**config.mk**
```make
export PLATFORM = sky130hd
export DESIGN_NAME = pf_clk_div_delay_ctrl
export DESIGN_NICKNAME = d
export VERILOG_FILES = /design/src/rtl/pf_clk_div_delay_ctrl.sv
export SDC_FILE = /design/constraint.sdc
export NUM_CORES = 1
export LEC_CHECK = 0
export CAP_MARGIN = 40
export CORE_ASPECT_RATIO = 1.1
export CORE_MARGIN = 5
export CORE_UTILIZATION = 29
export DETAILED_ROUTE_END_ITERATION = 7
export GPL_ROUTABILITY_DRIVEN = 0
export HOLD_SLACK_MARGIN = 0.05
export PLACE_DENSITY = 0.55
export SLEW_MARGIN = 0
export SYNTH_ARGS = -nofsm -noshare
export SYNTH_HDL_FRONTEND = slang
export SYNTH_SLANG_ARGS = --single-unit
```
**constraint.sdc**
```tcl
create_clock -name CLK -period 4.3 [get_ports CLK]
set_input_delay 0.43 -clock CLK [delete_from_list [all_inputs] [get_ports CLK]]
set_output_delay 0.43 -clock CLK [all_outputs]
set_load 0.05 [all_outputs]
```
**src/rtl/pf_clk_div_delay_ctrl.sv**
```systemverilog
// pf_clk_div_delay_ctrl
//   Sequencer for the ICB_CLKDIVDELAY divider/delay cell in the LVDS RX clock path.
//   It runs the divider reset-release sequence, loads the delay line, steps the delay
//   line one tap at a time toward a commanded target and issues single BIT_SLIP pulses
//   on request. An out-of-range report from the cell is latched as a sticky fault.
//
// Parameters
//   TAP_W          width of the delay tap index
//   RST_CYCLES     cycles CDD_RST_N is held low after RESET (>= 1)
//   SETTLE_CYCLES  idle cycles after every MOVE / BIT_SLIP / LOAD pulse (>= 1)
//
// Ports
//   CLK, RESET          controller clock, synchronous active-high reset
//   CMD_VALID/CMD_TAP   target tap command, accepted when CMD_READY is high
//   CMD_READY           high only in IDLE
//   SLIP_REQ            one-cycle bit-slip request (requests merge while pending)
//   SLIP_DONE           one-cycle pulse once a slip has settled
//   CDD_*               drive / status of the clock divider-delay cell
//   CUR_TAP             tap reached by the last MOVE
//   LOCKED              IDLE with no slip pending
//   ERR                 sticky out-of-range fault, cleared only by RESET
//
// Build option
//   CLK_DIV_DELAY_CTRL_STATS_EN adds MOVE_COUNT[15:0] and SLIP_COUNT[7:0], saturating
//   counts of CDD_DELAY_MOVE and CDD_BIT_SLIP pulses since RESET.

module pf_clk_div_delay_ctrl #(
    parameter int unsigned TAP_W         = 8,
    parameter int unsigned RST_CYCLES    = 16,
    parameter int unsigned SETTLE_CYCLES = 4
) (
    input  logic             CLK,
    input  logic             RESET,
    input  logic             CMD_VALID,
    input  logic [TAP_W-1:0] CMD_TAP,
    output logic             CMD_READY,
    input  logic             SLIP_REQ,
    output logic             SLIP_DONE,
    output logic             CDD_RST_N,
    output logic             CDD_DELAY_LOAD,
    output logic             CDD_DELAY_MOVE,
    output logic             CDD_DELAY_DIR,
    output logic             CDD_BIT_SLIP,
    input  logic             CDD_OUT_OF_RANGE,
    output logic [TAP_W-1:0] CUR_TAP,
    output logic             LOCKED,
    output logic             ERR
`ifdef CLK_DIV_DELAY_CTRL_STATS_EN
    ,
    output logic [15:0]      MOVE_COUNT,
    output logic [7:0]       SLIP_COUNT
`endif
);

    localparam logic [15:0] RstLast    = 16'(RST_CYCLES - 1);
    localparam logic [15:0] SettleLast = 16'(SETTLE_CYCLES - 1);

    typedef enum logic [2:0] {
        StRstHold,
        StLoad,
        StSettle,
        StIdle,
        StStep,
        StSlip,
        StSlipDone,
        StFault
    } state_e;

    state_e             state_q;
    logic [15:0]        cnt_q;
    logic [TAP_W-1:0]   target_q;
    logic [TAP_W-1:0]   cur_tap_q;
    logic               slip_pend_q;
    logic               after_slip_q;   // current SETTLE follows a BIT_SLIP

    logic ready_q, locked_q, slip_done_q, rst_n_q, load_q, move_q, dir_q, bit_slip_q, err_q;

    // Next-step decision, shared by IDLE (new command) and SETTLE (continue walking).
    logic [TAP_W-1:0] step_tgt;
    logic             step_need;
    logic             step_up;
    logic             step_wrap;
    logic             service_slip;
    logic             slip_pend_d;

    always_comb begin
        step_tgt     = (state_q == StIdle) ? CMD_TAP : target_q;
        step_need    = (step_tgt != cur_tap_q);
        step_up      = (step_tgt > cur_tap_q);
        step_wrap    = step_up ? (cur_tap_q == {TAP_W{1'b1}}) : (cur_tap_q == '0);
        // A command in the same IDLE cycle wins; the slip waits for the next IDLE.
        service_slip = (state_q == StIdle) && !CMD_VALID && slip_pend_q;
        if (state_q == StFault) begin
            slip_pend_d = slip_pend_q;
        end else begin
            slip_pend_d = (slip_pend_q && !service_slip) || SLIP_REQ;
        end
    end

    always_ff @(posedge CLK) begin
        if (RESET) begin
            state_q      <= StRstHold;
            cnt_q        <= '0;
            target_q     <= '0;
            cur_tap_q    <= '0;
            slip_pend_q  <= 1'b0;
            after_slip_q <= 1'b0;
            ready_q      <= 1'b0;
            locked_q     <= 1'b0;
            slip_done_q  <= 1'b0;
            rst_n_q      <= 1'b0;
            load_q       <= 1'b0;
            move_q       <= 1'b0;
            dir_q        <= 1'b0;
            bit_slip_q   <= 1'b0;
            err_q        <= 1'b0;
        end else begin
            slip_pend_q <= slip_pend_d;
            // Pulses and IDLE-only flags default low; branches entering IDLE raise them.
            load_q      <= 1'b0;
            move_q      <= 1'b0;
            bit_slip_q  <= 1'b0;
            slip_done_q <= 1'b0;
            ready_q     <= 1'b0;
            locked_q    <= 1'b0;

            unique case (state_q)
                StRstHold: begin
                    if (cnt_q == RstLast) begin
                        state_q   <= StLoad;
                        rst_n_q   <= 1'b1;
                        load_q    <= 1'b1;
                        cur_tap_q <= '0;
                        target_q  <= '0;
                    end else begin
                        cnt_q <= cnt_q + 16'd1;
                    end
                end

                StLoad: begin
                    state_q      <= StSettle;
                    cnt_q        <= '0;
                    after_slip_q <= 1'b0;
                end

                StSettle: begin
                    if (CDD_OUT_OF_RANGE) begin
                        state_q <= StFault;
                        err_q   <= 1'b1;
                    end else if (cnt_q == SettleLast) begin
                        if (step_need) begin
                            if (step_wrap) begin
                                state_q <= StFault;
                                err_q   <= 1'b1;
                            end else begin
                                state_q   <= StStep;
                                move_q    <= 1'b1;
                                dir_q     <= step_up;
                                cur_tap_q <= step_up ? cur_tap_q + TAP_W'(1)
                                                     : cur_tap_q - TAP_W'(1);
                            end
                        end else if (after_slip_q) begin
                            state_q     <= StSlipDone;
                            slip_done_q <= 1'b1;
                        end else begin
                            state_q  <= StIdle;
                            ready_q  <= 1'b1;
                            locked_q <= !slip_pend_d;
                        end
                    end else begin
                        cnt_q <= cnt_q + 16'd1;
                    end
                end

                StIdle: begin
                    if (CMD_VALID) begin
                        target_q <= CMD_TAP;
                        if (!step_need) begin
                            ready_q  <= 1'b1;
                            locked_q <= !slip_pend_d;
                        end else if (step_wrap) begin
                            state_q <= StFault;
                            err_q   <= 1'b1;
                        end else begin
                            state_q   <= StStep;
                            move_q    <= 1'b1;
                            dir_q     <= step_up;
                            cur_tap_q <= step_up ? cur_tap_q + TAP_W'(1)
                                                 : cur_tap_q - TAP_W'(1);
                        end
                    end else if (service_slip) begin
                        state_q    <= StSlip;
                        bit_slip_q <= 1'b1;
                    end else begin
                        ready_q  <= 1'b1;
                        locked_q <= !slip_pend_d;
                    end
                end

                StStep: begin
                    state_q      <= StSettle;
                    cnt_q        <= '0;
                    after_slip_q <= 1'b0;
                end

                StSlip: begin
                    state_q      <= StSettle;
                    cnt_q        <= '0;
                    after_slip_q <= 1'b1;
                end

                StSlipDone: begin
                    state_q  <= StIdle;
                    ready_q  <= 1'b1;
                    locked_q <= !slip_pend_d;
                end

                StFault: begin
                    // Frozen until RESET; err_q stays set.
                    state_q <= StFault;
                end
            endcase
        end
    end

    assign CMD_READY      = ready_q;
    assign LOCKED         = locked_q;
    assign SLIP_DONE      = slip_done_q;
    assign CDD_RST_N      = rst_n_q;
    assign CDD_DELAY_LOAD = load_q;
    assign CDD_DELAY_MOVE = move_q;
    assign CDD_DELAY_DIR  = dir_q;
    assign CDD_BIT_SLIP   = bit_slip_q;
    assign CUR_TAP        = cur_tap_q;
    assign ERR            = err_q;

`ifdef CLK_DIV_DELAY_CTRL_STATS_EN
    logic [15:0] move_cnt_q;
    logic [7:0]  slip_cnt_q;

    always_ff @(posedge CLK) begin
        if (RESET) begin
            move_cnt_q <= '0;
            slip_cnt_q <= '0;
        end else begin
            if (move_q && (move_cnt_q != 16'hFFFF)) begin
                move_cnt_q <= move_cnt_q + 16'd1;
            end
            if (bit_slip_q && (slip_cnt_q != 8'hFF)) begin
                slip_cnt_q <= slip_cnt_q + 8'd1;
            end
        end
    end

    assign MOVE_COUNT = move_cnt_q;
    assign SLIP_COUNT = slip_cnt_q;
`endif

endmodule
```
# Word level (Yosys, flattened, before mapping)
# Cells that the tools add are included.
[word_totals] reg_bits=46 inputBits=13 out_inout_bits=17 word_cells=134
[op_classes] n_addsub=3 magnitude_cmp=1 eq_ne=20 mux=65 n_bitwise=4 n_reduce_logical=26
[ops] operator="2-to-1 mux 8 bit" n=9
[ops] operator="2-to-1 mux 16 bit" n=3
[ops] operator="one-hot mux 16 bit (3 select lines)" n=1
[ops] operator="2-to-1 mux 1 bit" n=34
[ops] operator="2-to-1 mux 3 bit" n=8
[ops] operator="one-hot mux 8 bit (3 select lines)" n=1
[ops] operator="one-hot mux 3 bit (6 select lines)" n=1
[ops] operator="adder 16 x 1 -> 16 bit (second input constant)" n=1
[ops] operator="== test 16 x 2 -> 1 bit (second input constant)" n=1
[ops] operator="== test 16 x 4 -> 1 bit (second input constant)" n=1
[ops] operator="one-hot mux 8 bit (2 select lines)" n=1
[ops] operator="== test 3 bit (second input constant)" n=4
[ops] operator="!= test 2 bit (second input constant)" n=6
[ops] operator="AND reduction 4 bit" n=3
[ops] operator="!= test 3 bit (second input constant)" n=3
[ops] operator="adder 8 x 1 -> 8 bit (second input constant)" n=1
[ops] operator="== test 8 bit (second input constant)" n=1
[ops] operator="greater-than comparator 8 bit" n=1
[ops] operator="zero test 8 bit" n=1
[ops] operator="!= test 8 bit" n=1
[ops] operator="one-hot mux 1 bit (2 select lines)" n=4
[ops] operator="subtractor 8 x 1 -> 8 bit (second input constant)" n=1
[ops] operator="== test 3 x 2 -> 1 bit (second input constant)" n=2
[ops] operator="one-hot mux 1 bit (3 select lines)" n=2
[ops] operator="15 further kinds" n=28

# Longest topological paths before layout
# Gate-level depths: netlist of the first run.
[logic_depth] ltp_word=13 mapped_depth=21

# Worst setup path after synthesis of the first run
# No wires, ideal clock.
[synth_timing] kind="register to register" startpoint="reg state_q[1]" endpoint="reg cur_tap_q[7] (netlist: CUR_TAP[7])" setup_time_ns=0.074 t_arrival_ns=4.006 required_time_ns=4.226 path_slack_ns=0.220 path_stages_with_launch=21 n_path_buf=3 path_cell_list="dfxtp_1 > buf_2 > nor2b_1 > and2_1 > clkbuf_1 > clkbuf_1 > nand2_1 > nand2_1 > ha_1 > nor2b_1 > o21ai_0 > a31oi_2 > o21ai_4 > ha_1 > a21oi_1 > o211ai_1 > nor4_1 > nor3_1 > xnor2_1 > or4b_1 > a31oi_1"
[synth_between] elab_chain_cells=9 elab_cells_between_ends=20 cone_classes="order compare: 1; eq/ne: 7; mux: 9; reduce/logical: 3"
[synth_lines] item="start, declared" line="69" rtl="state_e state_q;"
[synth_lines] item="start signal, assigned" line="102" rtl="state_q <= StRstHold;"
[synth_lines] item="start signal, assigned" line="130" rtl="state_q <= StLoad;"
[synth_lines] item="start signal, assigned" line="141" rtl="state_q <= StSettle;"
[synth_lines] item="== test 3 x 2 -> 1 bit" line="87, 127"
[synth_lines] item="2-to-1 mux 8 bit" line="87" rtl="step_tgt = (state_q == StIdle) ? CMD_TAP : target_q;"
[synth_lines] item="greater-than comparator 8 bit" line="89" rtl="step_up = (step_tgt > cur_tap_q);"
[synth_lines] item="2-to-1 mux 8 bit or 2-to-1 mux 1 bit (tied branches)" line="159, 188, 90"
[synth_lines] item="2-to-1 mux 8 bit" line="152, 181"
[synth_lines] item="2-to-1 mux 8 bit" line="178" rtl="if (!step_need) begin"
[synth_lines] item="2-to-1 mux 8 bit" line="150" rtl="end else if (cnt_q == SettleLast) begin"
[synth_lines] item="2-to-1 mux 8 bit" line="147" rtl="if (CDD_OUT_OF_RANGE) begin"
[synth_lines] item="one-hot mux 8 bit (3 select lines)" line="127" rtl="unique case (state_q)"
[synth_lines] item="end signal, assigned" line="159" rtl="cur_tap_q <= step_up ? cur_tap_q + TAP_W'(1)"
[synth_lines] item="end signal, assigned" line="188" rtl="cur_tap_q <= step_up ? cur_tap_q + TAP_W'(1)"
[synth_lines] item="end, declared" line="72" rtl="logic [TAP_W-1:0] cur_tap_q;"
# Parallel ways exist; a longest one is shown, timed or not. The select of a mux whose other input is x is not followed.
# A chain may end at the register's enable or synchronous reset.

# Worst setup path after layout of the first run
# Same ends and word-level chain as after synthesis.

==> results of run 1 <==
[per-layer routing]
layer / track usage, % / routed length [µm] / up-vias
li1: - / - / 1269
met1: 15.3 / 2950 / 1170
met2: 19.8 / 3240 / 41
met3: 2.38 / 304 / 5
met4: 2.36 / 44 / 0
met5: 0 / 0 / -
[sequential cells by signal, indices dropped and copies added, names as in the netlist]
name and cells:
LOCKED 1, slip_pend_q 1, after_slip_q 1, state_q 3, ERR 1, CUR_TAP 8
CDD_DELAY_MOVE 1, SLIP_DONE 1, CMD_READY 1, cnt_q 16, CDD_DELAY_DIR 1, target_q 8
CDD_RST_N 1, CDD_BIT_SLIP 1, CDD_DELAY_LOAD 1
[critical path, delay by kind of cell (launching register included)]
kind	cells	cell delay (ns)
AND/OR/NAND/NOR	9	2.07
AO/OA/AOI/OAI	4	0.69
adder cells (fa/ha/maj)	2	0.61
flip-flops	1	0.33
XOR/XNOR	1	0.14
[cells in the mapped netlist, types with 2 or more instances]
master    number  area, µm²
clkbuf_1      11       41.3
nor2_1        37        139
or3_1          3       18.8
and3_1        11       68.8
xnor2_1        6       52.6
dfxtp_1       46        921
nor2b_1        5       31.3
buf_2          4       20.0
a32o_1         6       60.1
nand4_1        8       50.1
nand2b_1      11       68.8
o211ai_1       2       15.0
nand3_1       20        100
o21bai_1       2       15.0
nor4b_1        2       17.5
o21ai_0        9       45.0
a211oi_1       2       15.0
ha_1          15        188
a22oi_1        2       15.0
a21oi_1       22        110
xor2_1        13        114
nor4_2         3       37.5
nand2_1       42        158
nor4_1         3       18.8
mux2i_1        2       20.0
inv_1         15       56.3
nor3_1        13       65.1
a21o_1         4       30.0
and2_1         4       25.0
[power by group through the flow]
stage	Combinational [µW]	Clock [µW]	Sequential (µW)
after floorplan	519	0	510
after global placement	680	0	490
after detailed placement	692	0	492
after CTS	695	338	482
after global routing	773	354	489
final	694	324	482
[stage by stage]
step	instances	setup slack, ns	hold WS (ns)	area, µm²
6_report	490	0.377	0.477	3270
5_1_grt	490	-0.0137	0.502	3270
4_1_cts	490	0.263	0.483	3270
3_5_place_dp	482	0.301	0.468	3160
3_3_place_gp	480	0.401	0.455	3140
2_1_floorplan	344	0.220	0.450	2730
[logic make-up (layout without fill, tap and decap cells)]
family / Yosys count / in the layout / share of synthesized area (%)
DFF: 46 / 46 / 33.8
buffers and inverters: 31 / 60 / 4.72
AOI/OAI and AO/OA: 61 / 61 / 15.6
xor gates and xnor gates: 19 / 19 / 6.10
and+or+nand+nor: 169 / 169 / 31.4
muxes: 2 / 2 / 0.734
adders and majority gates: 16 / 16 / 7.61
[final timing paths]
| path | endpoint | slack, ns | cells past startpoint |
|---|---|---|---|
| worst min register to register | CDD_RST_N | 0.48 | 2 |
| worst min-delay path | CDD_RST_N | 0.48 | 2 |
| worst max-delay path | CUR_TAP[7] | 0.38 | 16 |
| worst max register to register | CUR_TAP[7] | 0.38 | 16 |
[cell type report]
class | instances | area, µm² | share of cell area, %
Timing Repair Buffer | 37 | 358 | 10.9
Multi-Input combinational cell | 267 | 1680 | 51.3
Tap cell | 117 | 146 | 4.48
Clock buffer | 6 | 72.6 | 2.22
Clock inverter | 2 | 37.5 | 1.15
Sequential cell | 46 | 921 | 28.2
Inverter | 15 | 56.3 | 1.72
==> impl_metrics.tcl, run 1 <==
set metrics [dict create \
    status "finished clean" \
    finalSetupViolCount 0 \
    core_mm2 0.00926 \
    antennaDiodeCount 0 \
    layout-drive-gt1-share_pct 6.43 \
    p_int_uw 900 \
    fin_skew_ns 0.0164 \
    io_pins 30 \
    path_cells "nor2b_1 -> nand2_1 -> nand2_1 -> nand2_1 -> ha_1 -> nand3_1 -> or3b_1 -> o21ai_4 -> ha_1 -> a21oi_1 -> o211ai_1 -> nor4_1 -> nor3_1 -> xnor2_1 -> or4b_1 -> a31oi_1" \
    antenna_left 0 \
    ys_seq_area_share_pct 33.8 \
    grt_max_degree 19 \
    post-cts-setup-buffers 0 \
    fin_crit_ns 3.92 \
    htree_levels 2 \
    avgSynthCellArea_um2 7.93 \
    clockRootBuffer "clkbuf_8" \
    ir_worst_vdd_v 0.000178 \
    worstPathArrival_ns 4.16 \
    end_kind "register" \
    hold_path.class "reg2reg" \
    rows 37 \
    crit_path_top_delay_cell "or4b_1" \
    power.share.clock_pct 21.6 \
    final_cell_mix "dfxtp_1, nand2_1, nor2_1" \
    maxSlewViolCount 0 \
    cp_max_fo 10 \
    portBuffers 29 \
    chipWidth_um 102 \
    slew_headroom_pct 60.5 \
    p_total_uw 1500 \
    numCtsBuffers 5 \
    synth.ff_latch_count 46 \
    antenna_found_initial 0 \
    synth-edff-count 0 \
    synthCells 344 \
    finish.utilization_pct 35.3 \
    synth_flop_cell "dfxtp_1" \
    initial_core_util_pct 29.5 \
    post-route-drc-count 0 \
    firstDrtPassIters 4 \
    clock.fmax_ghz 0.255 \
    fin_setup_tns_ns 0 \
    cpMostUsedCell "nand2_1" \
    crit_path_max_incr_delay_ns 0.51 \
    synth_area_mm2 0.00273 \
    hpwl_um 4920 \
    syn_to_final_growth_pct 19.9 \
    holdBufCountCts 0 \
    synthDistinctLibCells 50 \
    powerDensity_mw_per_mm2 458 \
    cts_tree "yes" \
    syn_nets 373 \
    avgRoutedWirePerCell_um 13.3 \
    async_reset_ff_share_pct 0 \
    maxCapViolations 0 \
    layout_commonest_cell "dfxtp_1" \
    grt_util_all_layers_pct 11.7 \
    seq_power_share_pct 32.1 \
    grt_pass1_wl_um 11000 \
    clock-sinks 46 \
    r2r_start "state_q[1]" \
    crit_required_ns 4.54 \
    crit_type "reg2reg" \
    nets 401 \
    grt-ovfl-total 0 \
    crit_path_start_kind "register" \
    insertion_delay_ns 0.31 \
    clk_pin_slew_ns 0.10 \
    cts_resized 0 \
    routed_wl_um 6530 \
    avgViaCountPerCell 5.07 \
    dr.first_iter.drc_count 130 \
    die_y_um 112 \
    timing.final.crit_share_pct 91.2 \
    hold_viol 0 \
    p_sw_uw 600 \
    cts_max_path_buffers 2 \
    nFillCells 992 \
    grt_pass1_vias 2352 \
    ys_warn_count 0 \
    cp-startpoint "state_q[1]" \
    p_comb_share_pct 46.3 \
    tightest_slew_ns 0.593 \
    p_sw_share_pct 40.0 \
    vias 2485 \
    p_leak_uw 0.00125 \
    design.die.area_mm2 0.0114 \
    hold_start "CDD_RST_N" \
]
Power figures use the tool's default switching activity.
==> run 2: changes to the inputs <==
--- a/config.mk
+++ b/config.mk
@@ -10,9 +10,10 @@
 export CORE_MARGIN = 5
 export CORE_UTILIZATION = 29
 export DETAILED_ROUTE_END_ITERATION = 7
+export DONT_BUFFER_PORTS = 1
 export GPL_ROUTABILITY_DRIVEN = 0
 export HOLD_SLACK_MARGIN = 0.05
-export PLACE_DENSITY = 0.55
+export PLACE_DENSITY = 0.51
 export SLEW_MARGIN = 0
 export SYNTH_ARGS = -nofsm -noshare
 export SYNTH_HDL_FRONTEND = slang
==> run 2 against run 1 <==
Effect of this change: first-iteration DRC count fell by 17%; fmax rose by 0.33%; clock power rose by 3%; via count fell by 3.1%; combinational power fell by 3.9%; design area fell by 7.3%; highest routed layer unchanged; flip-flop and latch count did not move; routed wire length rose by 5.4%; register-to-register slack barely moved; largest cell class unchanged; setup slack improved by 0.013 ns; core utilization fell by 2.6 points.
==> impl_metrics.tcl, run 2 (synthesized netlist as in run 1, its figures left out) <==
set metrics [dict create \
    status "finished clean" \
    grt-ovfl-total 0 \
    finish.utilization_pct 32.8 \
    dp.cells 461 \
    clock.fmax_ghz 0.256 \
    fin_skew_ns 0.0177 \
    nets 380 \
    antennaDiodeCount 0 \
    grt.busiest_layer "met2" \
    timing.final.crit_share_pct 90.9 \
    hold_path.class "in2reg" \
    firstDrtPassIters 4 \
    tightest_slew_ns 0.599 \
    syn_to_final_growth_pct 11.2 \
    fin_setup_tns_ns 0 \
    cts_max_path_buffers 2 \
    fin_crit_ns 3.91 \
    io_pins 30 \
    crit_path_max_incr_delay_ns 0.51 \
    nFillCells 994 \
    regArea_um2 921 \
    routed_wl_um 6890 \
    chipWidth_um 102 \
    design.die.area_mm2 0.0114 \
    clock-sinks 46 \
    crit_path_start_kind "register" \
    cpMostUsedCell "nand2_1" \
    top_register "cnt_q" \
    worst-path-buf-inv 0 \
    cp_top_family "simple AND/OR/NAND/NOR gates" \
    rows 37 \
    cts_tree "yes" \
    grt_util_all_layers_pct 12.2 \
    grt_util_met1_pct 14.6 \
    largest_reg_flops 16 \
    clk_pin_slew_ns 0.10 \
    insertion_delay_ns 0.31 \
    power.share.clock_pct 22.4 \
    p_sw_uw 614 \
    avgRoutedWirePerCell_um 14.7 \
    portBuffers 0 \
    clockRootBuffer "clkbuf_8" \
    p_int_uw 883 \
    crit_required_ns 4.55 \
    layout-drive-gt1-share_pct 9.38 \
    post-cts-setup-buffers 0 \
    finalSetupViolCount 0 \
    worstPathArrival_ns 4.16 \
    maxSlewViolCount 0 \
    slew_headroom_pct 60.1 \
    p_sw_share_pct 41.0 \
    dr.first_iter.drc_count 108 \
    path_cells "nor2b_1 -> nand2_1 -> nand2_1 -> nand2_1 -> ha_1 -> and3_1 -> o21ai_0 -> a31oi_2 -> o21ai_4 -> ha_1 -> nand3_1 -> o211ai_1 -> nor4_1 -> nor3_1 -> xnor2_1 -> or4b_1 -> a31oi_1" \
    hpwl_um 5240 \
    cp_max_fo 10 \
    grt_max_degree 21 \
    core_mm2 0.00926 \
    crit_type "reg2reg" \
    avgViaCountPerCell 5.13 \
    htree_levels 2 \
    ir_worst_vdd_v 0.000153 \
    final_cell_mix "dfxtp_1, nand2_1, nor2_1" \
    crit_path_top_delay_cell "or4b_1" \
    rsz0062_at_grt "false" \
    maxCapViolations 0 \
    vias 2408 \
    grt_pass1_vias 2347 \
    p_comb_share_pct 44.6 \
    numCtsBuffers 5 \
    instances_no_fill 469 \
    antenna_found_initial 0 \
    end_kind "register" \
    antenna_left 0 \
    layout_commonest_cell "dfxtp_1" \
    powerDensity_mw_per_mm2 494 \
    p_leak_uw 0.00119 \
    grt_pass1_wl_um 11300 \
    die_y_um 112 \
    seq_power_share_pct 33.1 \
    multi_input_area_mm2 0.00168 \
    met3_usage_pct 3.32 \
    initial_core_util_pct 29.5 \
    use_met2_pct 21.9 \
    hold_viol 0 \
    post-route-drc-count 0 \
]
-- run 2: cell count changes in the layout (fill, tap and decap cells not counted) --
| cell | delta |
|---|---|
| clkdlybuf4s50_1 | -29 |
| buf_4 | +8 |
| buf_2 | +1 |
| buf_8 | -1 |
| clkbuf_1 | -1 |
| clkinv_2 | +1 |
| clkinvlp_4 | -1 |
| inv_6 | +1 |
-- run 2: final timing paths --
path         cells after the start           to  slack, ns        start
max                             17   CUR_TAP[7]       0.39   state_q[1]
min                              1   CUR_TAP[7]       0.18        RESET
max reg2reg                     17   CUR_TAP[7]       0.39   state_q[1]
min reg2reg                      2  target_q[4]       0.47  target_q[4]
-- run 2: layout make-up --
class / count / area share [%]
clock buffers: 5 / 2.27
clock inverters: 3 / 1.44
inverters: 15 / 1.86
multi-input cells: 267 / 55.4
flip-flops and latches: 46 / 30.4
well taps: 117 / 4.83
repair buffers: 16 / 3.88
-- run 2: metrics by stage --
step | area [µm²] | setup WS [ns] | power [µW] | hold WS [ns]
global placement | 2910 | 0.429 | 1150 | 0.456
global route | 3030 | 0.0665 | 1610 | 0.155
finish | 3030 | 0.390 | 1500 | 0.176
floorplan | 2730 | 0.220 | 1030 | 0.450
detailed placement | 2920 | 0.308 | 1170 | 0.463
CTS | 3030 | 0.278 | 1510 | 0.175
-- run 2: worst reg2reg max path: cells and delay by family, from the launching register on --
family | cells | cell delay, ns
and+or+nand+nor | 9 | 1.76
AOI/OAI and AO/OA | 5 | 0.95
adders and majority gates | 2 | 0.70
DFF | 1 | 0.33
xor gates and xnor gates | 1 | 0.11
-- run 2: repair_timing --
item / CTS / global route
gates resized for setup: 0 / 1
setup endpoints to repair: 0 / 1
hold buffers: 0 / 0
-- run 2: metal layers --
layer	vias to the layer above	wire (µm)
met5	-	0
met1	1144	2970
met4	0	40
li1	1225	-
met2	34	3560
met3	5	323
-- run 2: power groups by stage --
stage	clock, µW	combinational, µW	sequential (µW)
after floorplan	0	519	510
final	335	667	495
after global placement	0	650	505
after global routing	367	739	502
after detailed placement	0	665	505
after CTS	342	668	496
